File: src/rtl/online_tester_ctrl.sv
// Window sequencer for the online RNG tester: frames entropy bits into
// fixed-size windows, broadcasts them to the tests and grades the results.
module online_tester_ctrl #(
    parameter int NUM_TESTS    = 4,
    parameter int WINDOW_BITS  = 20000,
    parameter int CNT_W        = 15,
    parameter int DONE_TIMEOUT = 256,
    parameter int ERROR_THRESH = 2
) (
    input  logic                 clk,
    input  logic                 reset,
    input  logic                 enable,
    input  logic                 clear_error,
    input  logic                 bit_valid,
    input  logic                 bit_data,
    output logic                 bit_ready,
    output logic                 test_start,
    output logic                 test_sample_valid,
    output logic                 test_sample,
    output logic                 test_stop,
    input  logic [NUM_TESTS-1:0] test_done,
    input  logic [NUM_TESTS-1:0] test_fail,
    output logic                 window_done,
    output logic [NUM_TESTS-1:0] fail_vector,
    output logic                 warning,
    output logic                 error
);

    localparam int TW  = (DONE_TIMEOUT > 1) ? $clog2(DONE_TIMEOUT) : 1;
    localparam int FCW = $clog2(ERROR_THRESH + 1);

    localparam logic [CNT_W-1:0] LAST_BIT = CNT_W'(WINDOW_BITS - 1);
    localparam logic [TW-1:0]    TMO_MAX  = TW'(DONE_TIMEOUT - 1);
    localparam logic [FCW:0]     THR      = (FCW + 1)'(ERROR_THRESH);

    typedef enum logic [2:0] {
        S_IDLE,
        S_START,
        S_COLLECT,
        S_WAIT,
        S_EVAL
    } state_t;

    state_t               state_q;
    logic [CNT_W-1:0]     bit_cnt_q;
    logic [TW-1:0]        tmo_q;
    logic [NUM_TESTS-1:0] done_seen_q;
    logic [NUM_TESTS-1:0] fail_seen_q;
    logic [FCW-1:0]       fail_cnt_q;
    logic                 start_q;
    logic                 smp_valid_q;
    logic                 smp_q;
    logic                 stop_q;
    logic                 wdone_q;
    logic [NUM_TESTS-1:0] fvec_q;
    logic                 warn_q;
    logic                 err_q;

    logic                 hs;
    logic [NUM_TESTS-1:0] done_seen_d;
    logic [NUM_TESTS-1:0] fail_seen_d;
    logic [NUM_TESTS-1:0] fvec_d;
    logic [FCW:0]         fail_inc;

    always_comb begin
        bit_ready   = (state_q == S_COLLECT);
        hs          = bit_valid & bit_ready;
        done_seen_d = done_seen_q | test_done;
        fail_seen_d = fail_seen_q | (test_fail & test_done);
        // A test that never reported counts as failed.
        fvec_d      = fail_seen_q | ~done_seen_q;
        fail_inc    = {1'b0, fail_cnt_q} + (FCW + 1)'(1);
    end

    always_ff @(posedge clk) begin
        if (reset) begin
            state_q     <= S_IDLE;
            bit_cnt_q   <= '0;
            tmo_q       <= '0;
            done_seen_q <= '0;
            fail_seen_q <= '0;
            fail_cnt_q  <= '0;
            start_q     <= 1'b0;
            smp_valid_q <= 1'b0;
            smp_q       <= 1'b0;
            stop_q      <= 1'b0;
            wdone_q     <= 1'b0;
            fvec_q      <= '0;
            warn_q      <= 1'b0;
            err_q       <= 1'b0;
        end else begin
            start_q     <= 1'b0;
            stop_q      <= 1'b0;
            wdone_q     <= 1'b0;
            smp_valid_q <= hs;
            if (hs) begin
                smp_q <= bit_data;
            end
            if (clear_error) begin
                err_q      <= 1'b0;
                fail_cnt_q <= '0;
            end
            unique case (state_q)
                S_IDLE: begin
                    if (enable) begin
                        state_q <= S_START;
                        start_q <= 1'b1;
                    end
                end
                S_START: begin
                    bit_cnt_q   <= '0;
                    tmo_q       <= '0;
                    done_seen_q <= '0;
                    fail_seen_q <= '0;
                    state_q     <= S_COLLECT;
                end
                S_COLLECT: begin
                    if (hs) begin
                        bit_cnt_q <= bit_cnt_q + CNT_W'(1);
                        if (bit_cnt_q == LAST_BIT) begin
                            stop_q  <= 1'b1;
                            state_q <= S_WAIT;
                        end
                    end
                end
                S_WAIT: begin
                    tmo_q       <= tmo_q + TW'(1);
                    done_seen_q <= done_seen_d;
                    fail_seen_q <= fail_seen_d;
                    if ((&done_seen_d) || (tmo_q == TMO_MAX)) begin
                        state_q <= S_EVAL;
                    end
                end
                S_EVAL: begin
                    fvec_q  <= fvec_d;
                    wdone_q <= 1'b1;
                    if (|fvec_d) begin
                        warn_q <= 1'b1;
                        if (fail_inc <= THR) begin
                            fail_cnt_q <= fail_inc[FCW-1:0];
                        end else begin
                            fail_cnt_q <= fail_cnt_q;
                        end
                        if (fail_inc >= THR) begin
                            err_q <= 1'b1;
                        end
                    end else begin
                        warn_q     <= 1'b0;
                        fail_cnt_q <= '0;
                    end
                    if (enable) begin
                        state_q <= S_START;
                        start_q <= 1'b1;
                    end else begin
                        state_q <= S_IDLE;
                    end
                end
                default: state_q <= S_IDLE;
            endcase
        end
    end

    assign test_start        = start_q;
    assign test_sample_valid = smp_valid_q;
    assign test_sample       = smp_q;
    assign test_stop         = stop_q;
    assign window_done       = wdone_q;
    assign fail_vector       = fvec_q;
    assign warning           = warn_q;
    assign error             = err_q;

endmodule

File: config.mk
export PLATFORM = sky130hd
export DESIGN_NAME = online_tester_ctrl
export DESIGN_NICKNAME = d
export VERILOG_FILES = /design/src/rtl/online_tester_ctrl.sv
export SDC_FILE = /design/constraint.sdc
export NUM_CORES = 1
export LEC_CHECK = 0
export CORE_MARGIN = 2
export CORE_UTILIZATION = 60
export CTS_BUF_LIST = sky130_fd_sc_hd__clkbuf_2 sky130_fd_sc_hd__clkbuf_4 sky130_fd_sc_hd__clkbuf_8
export CTS_CLUSTER_SIZE = 12
export DETAILED_ROUTE_END_ITERATION = 8
export GPL_TIMING_DRIVEN = 0
export PLACE_DENSITY_LB_ADDON = 0.2
export SLEW_MARGIN = 20
export SYNTH_ARGS = -nofsm -noshare
export SYNTH_HDL_FRONTEND = slang
export SYNTH_SLANG_ARGS = --single-unit
File: constraint.sdc
create_clock -name clk -period 3.2 [get_ports clk]
set_input_delay 0.48 -clock clk [delete_from_list [all_inputs] [get_ports clk]]
set_output_delay 0.48 -clock clk [all_outputs]
set_load 0.02 [all_outputs]
==> flow_summary_export.csv, run 1 <==
group,metric,value,unit
synth,ys.warnings.count,0,
power_and_ir_drop,combPwrFrac,0.304,
placement,place_hpwl,3.29,mm
critical_path,r2r_cells,7,
critical_path,cp-end-kind,"primary output",
route,routed-via-count,1928,
sta,period_needed,2630,ps
floorplanning,core,3390,um2
floorplanning,pin_count,26,
route,via_per_inst,5.84,
route,routed_wirelength,4.54,mm
outcome,status,"completed",
sta,hold_viol_final,0,
cells_and_area,final_common_cell,"dfxtp_1",
sta,max_freq,0.380,GHz
clock_tree,cts_buffer_depth,2,
sta,fin_crit_sh,0.822,
critical_path,crit_type,"reg -> out",
sta,setup_violations,0,
synth,synth-async-reset-ratio,0,
synth,avgSynthCellArea,8.51,um2
critical_path,crit_fanout,10,
power_and_ir_drop,p_leak,0.857,nW
placement,numPortBuffers,24,
power_and_ir_drop,clockPowerShare,0.215,
route,dr.pass1.iters,4,
synth,syn_inst,252,
cells_and_area,nets,302,
power_and_ir_drop,power.internal,908,uW
critical_path,critPathLaunchType,"flip-flop",
clock_tree,ctsRootBufferMaster,"clkbuf_4",
floorplanning,start_util,0.633,
clock_tree,clock_latency,370,ps
sta,rsz0062_at_grt,"no",
synth,synth_area_leaders,"dfxtp_1 44%, a21oi_1 5.8%, nor2_1 5.1%",
grt,grt_pass1_vias,1801,
power_and_ir_drop,peakVddDrop,0.000376,V
worst_hold_path,hp-class,"reg -> reg",
grt,track_usage,0.247,
clock_tree,htree_levels,2,
power_and_ir_drop,powerDensity,559,nW/um2
critical_path,arrival,2150,ps
power_and_ir_drop,sw_frac_of_total,0.353,
clock_tree,cts_made_buffers,5,
synth,ys_types,47,
sta,final.setup_skew,8.88,ps
synth,synth_top_cell_area_share,0.439,
route,drc,0,
clock_tree,clkTransAtPathRegs,140,ps
route,wl_per_cell,13.8,um
power_and_ir_drop,p_seq_frac,0.480,
sta,tightest_slew,1020,ps
clock_tree,cts_hold_buf,0,
synth,syn_nets,271,
sta,slew_headroom,0.316,
synth,syn_area,2140,um2
synth,synth_edf_count,0,
clock_tree,cts_tree,"yes",
worst_hold_path,hold_path_depth,2,
synth,synth_seq_cells,47,
clock_tree,post_cts.repair.setup_buffers,0,
cells_and_area,drive_gt1_frac,0.0634,
grt,grt.overflow.total,0,
placement,dp_cells,322,
cells_and_area,syn_to_final_growth,17.0,%
power_and_ir_drop,switchingPower,495,uW
clock_tree,cts_resized,0,
route,drtIter0Drc,182,
placement,gp_congestion,0.829,
route,ant_nets,0,
sta,drv_slew,0,
sta,fin_setup_tns,0,ps
flow_run,cap_violations,0,
floorplanning,dieHeight,63.8,um
floorplanning,die_w,63.8,um
synth,yosysTopAreaCell,"dfxtp_1",
critical_path,cp_data_required_time,2720,ps
floorplanning,dieArea,4070,um2
synth,synth-main-ff-cell,"dfxtp_1",
cells_and_area,insertedDiodeCount,0,
grt,grt_max_degree,16,
floorplanning,rows,21,
cells_and_area,mostFrequentLayoutCells,"47 x dfxtp_1, 29 x nor2_1, 25 x a21oi_1",
grt,antenna_found_initial,0,
grt,grt_pass1_wl,7.90,mm
cells_and_area,layout.cells.non_filler,330,
synth,yosysSeqAreaShare,0.439,
clock_tree,cts_sinks,47,
critical path, stage by stage, from the launching register on:
cell	delay, ps
dfxtp_1	370
clkbuf_1	210
nor3b_1	490
clkdlybuf4s50_1	700
final timing paths:
kind	slack (ps)	endpoint	startpoint
worst max-delay path	570	bit_ready	state_q[0]$_SDFFE_PP0P_
worst min-delay path	480	test_sample$_SDFFE_PP0P_	test_sample$_SDFFE_PP0P_
worst max register to register	940	bit_cnt_q[2]$_SDFFE_PP0P_	state_q[2]$_SDFFE_PP0P_
worst min register to register	480	test_sample$_SDFFE_PP0P_	test_sample$_SDFFE_PP0P_
cells by family (layout without fill, tap and decap cells):
group / count (synthesis) / in the layout / synth area share
AO/OA/AOI/OAI: 59 / 59 / 0.181
multiplexers: 3 / 3 / 0.0146
flip-flops: 47 / 47 / 0.439
XOR/XNOR: 6 / 6 / 0.0245
buffers and inverters: 23 / 55 / 0.0408
adder cells (fa/ha/maj): 5 / 5 / 0.0292
AND/OR/NAND/NOR: 109 / 109 / 0.271
metrics by stage:
stage | setup WS, ps | hold slack [ps] | area, um2 | total power [mW] | utilization
6_report | 571 | 477 | 2510 | 1.40 | 0.740
5_1_grt | 418 | 490 | 2510 | 1.48 | 0.740
4_1_cts | 559 | 479 | 2510 | 1.40 | 0.740
3_5_place_dp | 759 | 461 | 2440 | 1.11 | 0.721
3_3_place_gp | 755 | 444 | 2440 | 1.10 | 0.721
2_1_floorplan | 1190 | 437 | 2140 | 0.974 | -
state kept, by name, indices dropped and copies added (netlist names):
signal / cells
bit_cnt_q: 15
done_seen_q: 4
error: 1
fail_cnt_q: 2
fail_seen_q: 4
fail_vector: 4
state_q: 3
test_sample: 1
test_sample_valid: 1
test_start: 1
test_stop: 1
tmo_q: 8
warning: 1
window_done: 1
layer usage:
metal  up-vias  share of wire  routed length, um  track usage
met5         -              0                  0            0
li1        975              -                  -            -
met4         0          0.018                 81       0.0815
met2        44           0.46               2070        0.404
met1       901           0.49               2210        0.314
met3         8          0.040                180       0.0687
power groups by stage:
stage,Sequential [mW],Combinational (mW),Clock [mW]
4_1_cts,0.673,0.422,0.305
6_report,0.674,0.427,0.302
3_5_place_dp,0.685,0.420,0
3_3_place_gp,0.684,0.416,0
2_1_floorplan,0.689,0.285,0
5_1_grt,0.680,0.470,0.330
area by class of cell:
class / instances / area (um2)
multi-input combinational: 182 / 1120
sequential: 47 / 941
fill: 275 / 880
timing repair buffer: 24 / 240
tap: 46 / 57.6
clock buffer: 6 / 51.3
buffer: 13 / 50.0
inverter: 10 / 37.5
clock inverter: 2 / 16.3
Yosys cell counts, types with 3 or more instances:
cell type	number
nor3b_1	4
dfxtp_1	47
a311oi_1	4
nor2b_1	4
nand3_1	13
nand2_1	18
ha_1	5
nor2_1	29
or3_1	5
nand4_1	7
nand2b_1	7
nor3_1	4
a21oi_1	25
o211ai_1	3
or4_1	5
o21ai_0	7
xnor2_1	5
inv_1	10
a211oi_1	5
clkbuf_1	11
Note: power is estimated with default switching activity, not from simulation.
==> inputs of run 2 (changes only) <==
Settings changed: CORE_UTILIZATION 60 to 52.
Clock period 3.2 ns to 2.3 ns, I/O delays scaled along.
==> run 2 against run 1 <==
Against the previous run:
- cell count up 1.2%
- clock skew rose by 2.6 ps
- first-iteration DRC count down 27%
- non-clock buffer count is the same
- setup slack worse by 410 ps
- cell area rose by 1.8%
- die area grew 14%
- core utilization decreased by 9.7 points
- wire length grew 2.7%
- worst hold slack lost 42 ps
- register-to-register slack lost 780 ps
- sequential cell count is the same
- critical path type is now reg -> reg
==> flow_summary_export.csv, run 2 (synthesis gave the netlist of run 1 again) <==
group,metric,value,unit
worst_hold_path,min_to,"fail_vector[1]$_SDFFE_PP0N_",
clock_tree,clkTransAtPathRegs,90,ps
critical_path,arrival,2330,ps
outcome,status,"completed",
floorplanning,dieHeight,68.2,um
placement,dp_slack,-37.9,ps
clock_tree,cts_hold_buf,0,
critical_path,cp-end-kind,"flip-flop",
cells_and_area,drive_gt1_frac,0.0739,
route,drc,0,
power_and_ir_drop,p_seq_frac,0.454,
route,routed-via-count,1927,
floorplanning,pin_count,26,
floorplanning,core,3970,um2
route,drtIter0Drc,133,
cells_and_area,design_area,2560,um2
sta,rsz0062_at_grt,"yes",
power_and_ir_drop,power.internal,1.35,mW
clock_tree,clock_latency,310,ps
power_and_ir_drop,p_leak,0.891,nW
worst_hold_path,hold_path_depth,2,
worst_hold_path,hp-class,"in -> reg",
placement,dp_cells,326,
placement,numPortBuffers,24,
cells_and_area,layout.cells.non_filler,334,
floorplanning,die_w,68.2,um
route,routed_wirelength,4.66,mm
critical_path,r2r_cells,7,
sta,final.setup_skew,11.5,ps
critical_path,reg2reg_to,"bit_cnt_q[7]$_SDFFE_PP0P_",
cells_and_area,largest_register_ffs,15,
power_and_ir_drop,peakVddDrop,0.000388,V
sta,slew_headroom,0.513,
power_and_ir_drop,combPwrFrac,0.300,
floorplanning,rows,23,
sta,tightest_slew,730,ps
power_and_ir_drop,switchingPower,710,uW
placement,place_hpwl,3.30,mm
power_and_ir_drop,clockPowerShare,0.247,
grt,grt.overflow.total,0,
route,ant_nets,0,
placement,placed_area,2450,um2
clock_tree,cts_made_buffers,5,
floorplanning,start_util,0.540,
cells_and_area,mostFrequentLayoutCells,"47 x dfxtp_1, 29 x nor2_1, 25 x a21oi_1",
grt,grt_pass1_wl,7.67,mm
critical_path,critPathLaunchType,"flip-flop",
grt,grt_max_degree,15,
grt,antenna_found_initial,0,
clock_tree,cts_sinks,47,
grt,track_usage,0.222,
clock_tree,htree_levels,2,
cells_and_area,num-fill-cells,364,
critical_path,reg2reg_from,"state_q[2]$_SDFFE_PP0P_",
route,dr.pass1.iters,4,
route,via_per_inst,5.77,
worst_hold_path,hold_start,"reset",
flow_run,cap_violations,0,
clock_tree,post_cts.repair.setup_buffers,0,
clock_tree,ctsRootBufferMaster,"clkbuf_8",
cells_and_area,syn_to_final_growth,19.2,%
sta,drv_slew,0,
cells_and_area,insertedDiodeCount,0,
clock_tree,cts_resized,2,
critical_path,crit_fanout,10,
cells_and_area,regMostFlops,"bit_cnt_q",
sta,hold_viol_final,0,
cells_and_area,reg_top3,"bit_cnt_q x15, tmo_q x8",
power_and_ir_drop,powerDensity,805,nW/um2
critical_path,r2r_slack,160,ps
sta,setup_violations,0,
sta,period_needed,2140,ps
power_and_ir_drop,sw_frac_of_total,0.345,
sta,max_freq,0.468,GHz
route,wl_per_cell,13.9,um
sta,fin_ws,163,ps
clock_tree,cts_tree,"yes",
critical_path,crit_type,"reg -> reg",
placement,gp_congestion,0.801,
grt,grt_pass1_vias,1701,
cells_and_area,final_common_cell,"dfxtp_1",
floorplanning,dieArea,4650,um2
cells_and_area,nets,302,
critical_path,cp_data_required_time,2490,ps
clock_tree,cts_buffer_depth,2,
sta,fin_crit_sh,0.929,
sta,worst_hold_slack,435,ps
## run 2: stage by stage
stage                      util  TNS, ps  power (mW)
after detailed placement  0.616    -78.0        1.54
after floorplan               -        0        1.36
after global placement    0.616    -40.1        1.53
after CTS                 0.640        0        2.05
after global routing      0.644    -7.02        2.17
final                     0.644        0        2.06
## run 2: worst max-delay path by stage
stage / from / endpoint / cells after the start
CTS: state_q[0]$_SDFFE_PP0P_ / bit_ready / 3
detailed placement: bit_valid / bit_cnt_q[14]$_SDFFE_PP0P_ / 5
finish: state_q[2]$_SDFFE_PP0P_ / bit_cnt_q[7]$_SDFFE_PP0P_ / 7
global route: state_q[2]$_SDFFE_PP0P_ / bit_cnt_q[2]$_SDFFE_PP0P_ / 7
floorplan: bit_cnt_q[7]$_SDFFE_PP0P_ / state_q[1]$_SDFFE_PP0P_ / 4
global placement: bit_valid / bit_cnt_q[12]$_SDFFE_PP0P_ / 5
## run 2: critical path, stage by stage (launching register included)
cell and delay, ps:
dfxtp_1 310, buf_2 170, nand2b_1 150, clkbuf_1 200, o21ai_0 350, clkbuf_1 400, clkbuf_2 340, nor2_1 90
## run 2: power groups by stage
stage	combinational (mW)	sequential, mW	clock, mW
after global placement	0.582	0.950	0
after global routing	0.683	0.943	0.547
after detailed placement	0.592	0.952	0
after CTS	0.601	0.933	0.518
after floorplan	0.396	0.959	0
final	0.616	0.934	0.507
## run 2: metal layers
layer  vias to the layer above  part of all wire  track usage
li1                        972                 -            -
met2                        36              0.46        0.352
met5                         -                 0            0
met1                       913              0.48        0.298
met3                         6             0.043       0.0395
met4                         0             0.013       0.0900
## run 2: cell type report
class                      count  area, um2  area share
clock buffer                   6       76.3      0.0299
inverter                      10       37.5      0.0147
buffer                        13       51.3      0.0201
multi-input combinational    182       1130       0.443
sequential                    47        941       0.368
timing repair buffer          24        243      0.0950
clock inverter                 2       12.5     0.00489
tap                           50       62.6      0.0245
==> inputs of run 3 (changes only) <==
Settings changed: CORE_MARGIN 2 to unset.
==> run 3 against run 2 <==
Against the previous run:
- critical path depth is 3 lower
- sequential cell count stayed put
- non-clock buffer count stayed put
- die area is 5.8% lower
- cell area is 0.49% higher
- sequential power is 0.4% higher
- count of clock-buffer cells in the layout is 2 higher
- cell count is 0.60% lower
- register-to-register slack better by 40 ps
- clock skew is 7.5 ps lower
- core utilization is 3.3 points higher
- global-route usage is 0.57 points higher
==> flow_summary_export.csv, run 3 (synthesis gave the netlist of run 1 again) <==
group,metric,value,unit
floorplanning,dieArea,4390,um2
grt,grt.overflow.total,0,
critical_path,r2r_slack,200,ps
cells_and_area,mostFrequentLayoutCells,"47 x dfxtp_1, 29 x nor2_1, 25 x a21oi_1",
sta,setup_violations,0,
floorplanning,rows,22,
cells_and_area,reg_top3,"bit_cnt_q x15, tmo_q x8",
clock_tree,clkTransAtPathRegs,80,ps
flow_run,cap_violations,0,
sta,slew_headroom,0.513,
route,drtIter0Drc,135,
critical_path,cp_data_required_time,2490,ps
cells_and_area,final_common_cell,"dfxtp_1",
power_and_ir_drop,peakVddDrop,0.000464,V
grt,antenna_found_initial,0,
clock_tree,cts_buffer_depth,2,
floorplanning,start_util,0.565,
route,via_per_inst,5.73,
critical_path,crit_type,"reg -> reg",
sta,max_freq,0.476,GHz
critical_path,crit_path_max_incr_delay,540,ps
grt,grt_pass1_vias,1752,
grt,track_usage,0.228,
placement,numPortBuffers,24,
placement,gp_congestion,0.810,
critical_path,critPathLaunchType,"flip-flop",
route,ant_nets,0,
route,routed_wirelength,4.58,mm
grt,grt_max_degree,14,
worst_hold_path,hp-class,"in -> reg",
critical_path,slowest_stage,"or4_4",
clock_tree,htree_levels,2,
sta,rsz0062_at_grt,"no",
route,drc,0,
floorplanning,pin_count,26,
critical_path,crit_chain,"or4b_1 > or4_4 > a22o_1 > o311a_1",
cells_and_area,layout.cells.non_filler,332,
cells_and_area,nets,302,
power_and_ir_drop,p_leak,0.901,nW
floorplanning,core,3800,um2
power_and_ir_drop,powerDensity,816,nW/um2
outcome,status,"completed",
floorplanning,die_w,66.2,um
sta,fin_crit_sh,0.914,
sta,period_needed,2100,ps
route,routed-via-count,1904,
critical_path,arrival,2290,ps
floorplanning,dieHeight,66.2,um
cells_and_area,num-fill-cells,327,
cells_and_area,regMostFlops,"bit_cnt_q",
critical_path,crit_fanout,6,
cells_and_area,fin_util,0.676,
route,wl_per_cell,13.8,um
clock_tree,cts_tree,"yes",
sta,tightest_slew,729,ps
grt,grt_pass1_wl,7.68,mm
sta,final.setup_skew,3.92,ps
critical_path,cp-end-kind,"flip-flop",
cells_and_area,multi_input_area,1130,um2
sta,hold_viol_final,0,
clock_tree,cts_sinks,47,
sta,drv_slew,0,
placement,place_hpwl,3.28,mm
cells_and_area,largest_register_ffs,15,
route,dr.pass1.iters,4,
clock_tree,cts_hold_buf,0,
clock_tree,ctsRootBufferMaster,"clkbuf_8",
cells_and_area,insertedDiodeCount,0,
cells_and_area,drive_gt1_frac,0.0739,
clock_tree,cts_made_buffers,5,
cells_and_area,syn_to_final_growth,19.8,%
placement,dp_cells,324,
cells_and_area,regArea,941,um2
clock_tree,clock_latency,300,ps
## run 3: cell count changes in the layout (fill, tap and decap cells not counted)
cell        previous run  this run
clkinvlp_4             1         0
clkinv_2               1         0
clkbuf_8               5         7
## run 3: timing repair
| item | 4_1_cts | 5_1_grt |
|---|---|---|
| gates resized for setup | 1 | 5 |
| endpoints found under the setup margin | 1 | 16 |
| buffers inserted | 0 | 0 |
| hold endpoints to repair | 0 | 0 |
## run 3: power by group
group / internal, mW / leakage (nW) / switching (mW)
Combinational: 0.243 / 0.466 / 0.369
Clock: 0.286 / 0.0549 / 0.260
Sequential: 0.880 / 0.380 / 0.0583
## run 3: layout make-up
type	count	area share
inverter	10	0.0146
tap	48	0.0234
sequential	47	0.366
multi-input combinational	182	0.441
buffer	13	0.0200
timing repair buffer	24	0.0945
clock buffer	8	0.0404
## run 3: metal layers
layer / part of all wire / GRT usage
met3: 0.032 / 0.0414
met4: 0.016 / 0.0798
met2: 0.47 / 0.374
met1: 0.48 / 0.297
met5: 0 / 0
## run 3: through the flow
stage | setup TNS [ps] | instance area [um2] | hold WS, ps | power [mW] | worst slack, ps
floorplan | 0 | 2140 | 437 | 1.36 | 289
global placement | -79.4 | 2440 | 443 | 1.53 | -34.2
detailed placement | -165 | 2440 | 448 | 1.55 | -70.6
CTS | 0 | 2550 | 431 | 2.09 | 17.2
global route | 0 | 2570 | 469 | 2.21 | 22.4
finish | 0 | 2570 | 428 | 2.10 | 199
## run 3: final timing paths
check	start	end	cells after the start
max	bit_cnt_q[7]$_SDFFE_PP0P_	state_q[1]$_SDFFE_PP0P_	4
min	reset	fail_vector[3]$_SDFFE_PP0N_	2
max reg2reg	bit_cnt_q[7]$_SDFFE_PP0P_	state_q[1]$_SDFFE_PP0P_	4
min reg2reg	warning$_SDFFE_PP0N_	warning$_SDFFE_PP0N_	2
## run 3: critical path, delay by kind of cell, from the launching register on
| family | cells | cell delay (ps) |
|---|---|---|
| AND/OR/NAND/NOR | 2 | 1050 |
| AO/OA/AOI/OAI | 2 | 580 |
| flip-flops | 1 | 370 |
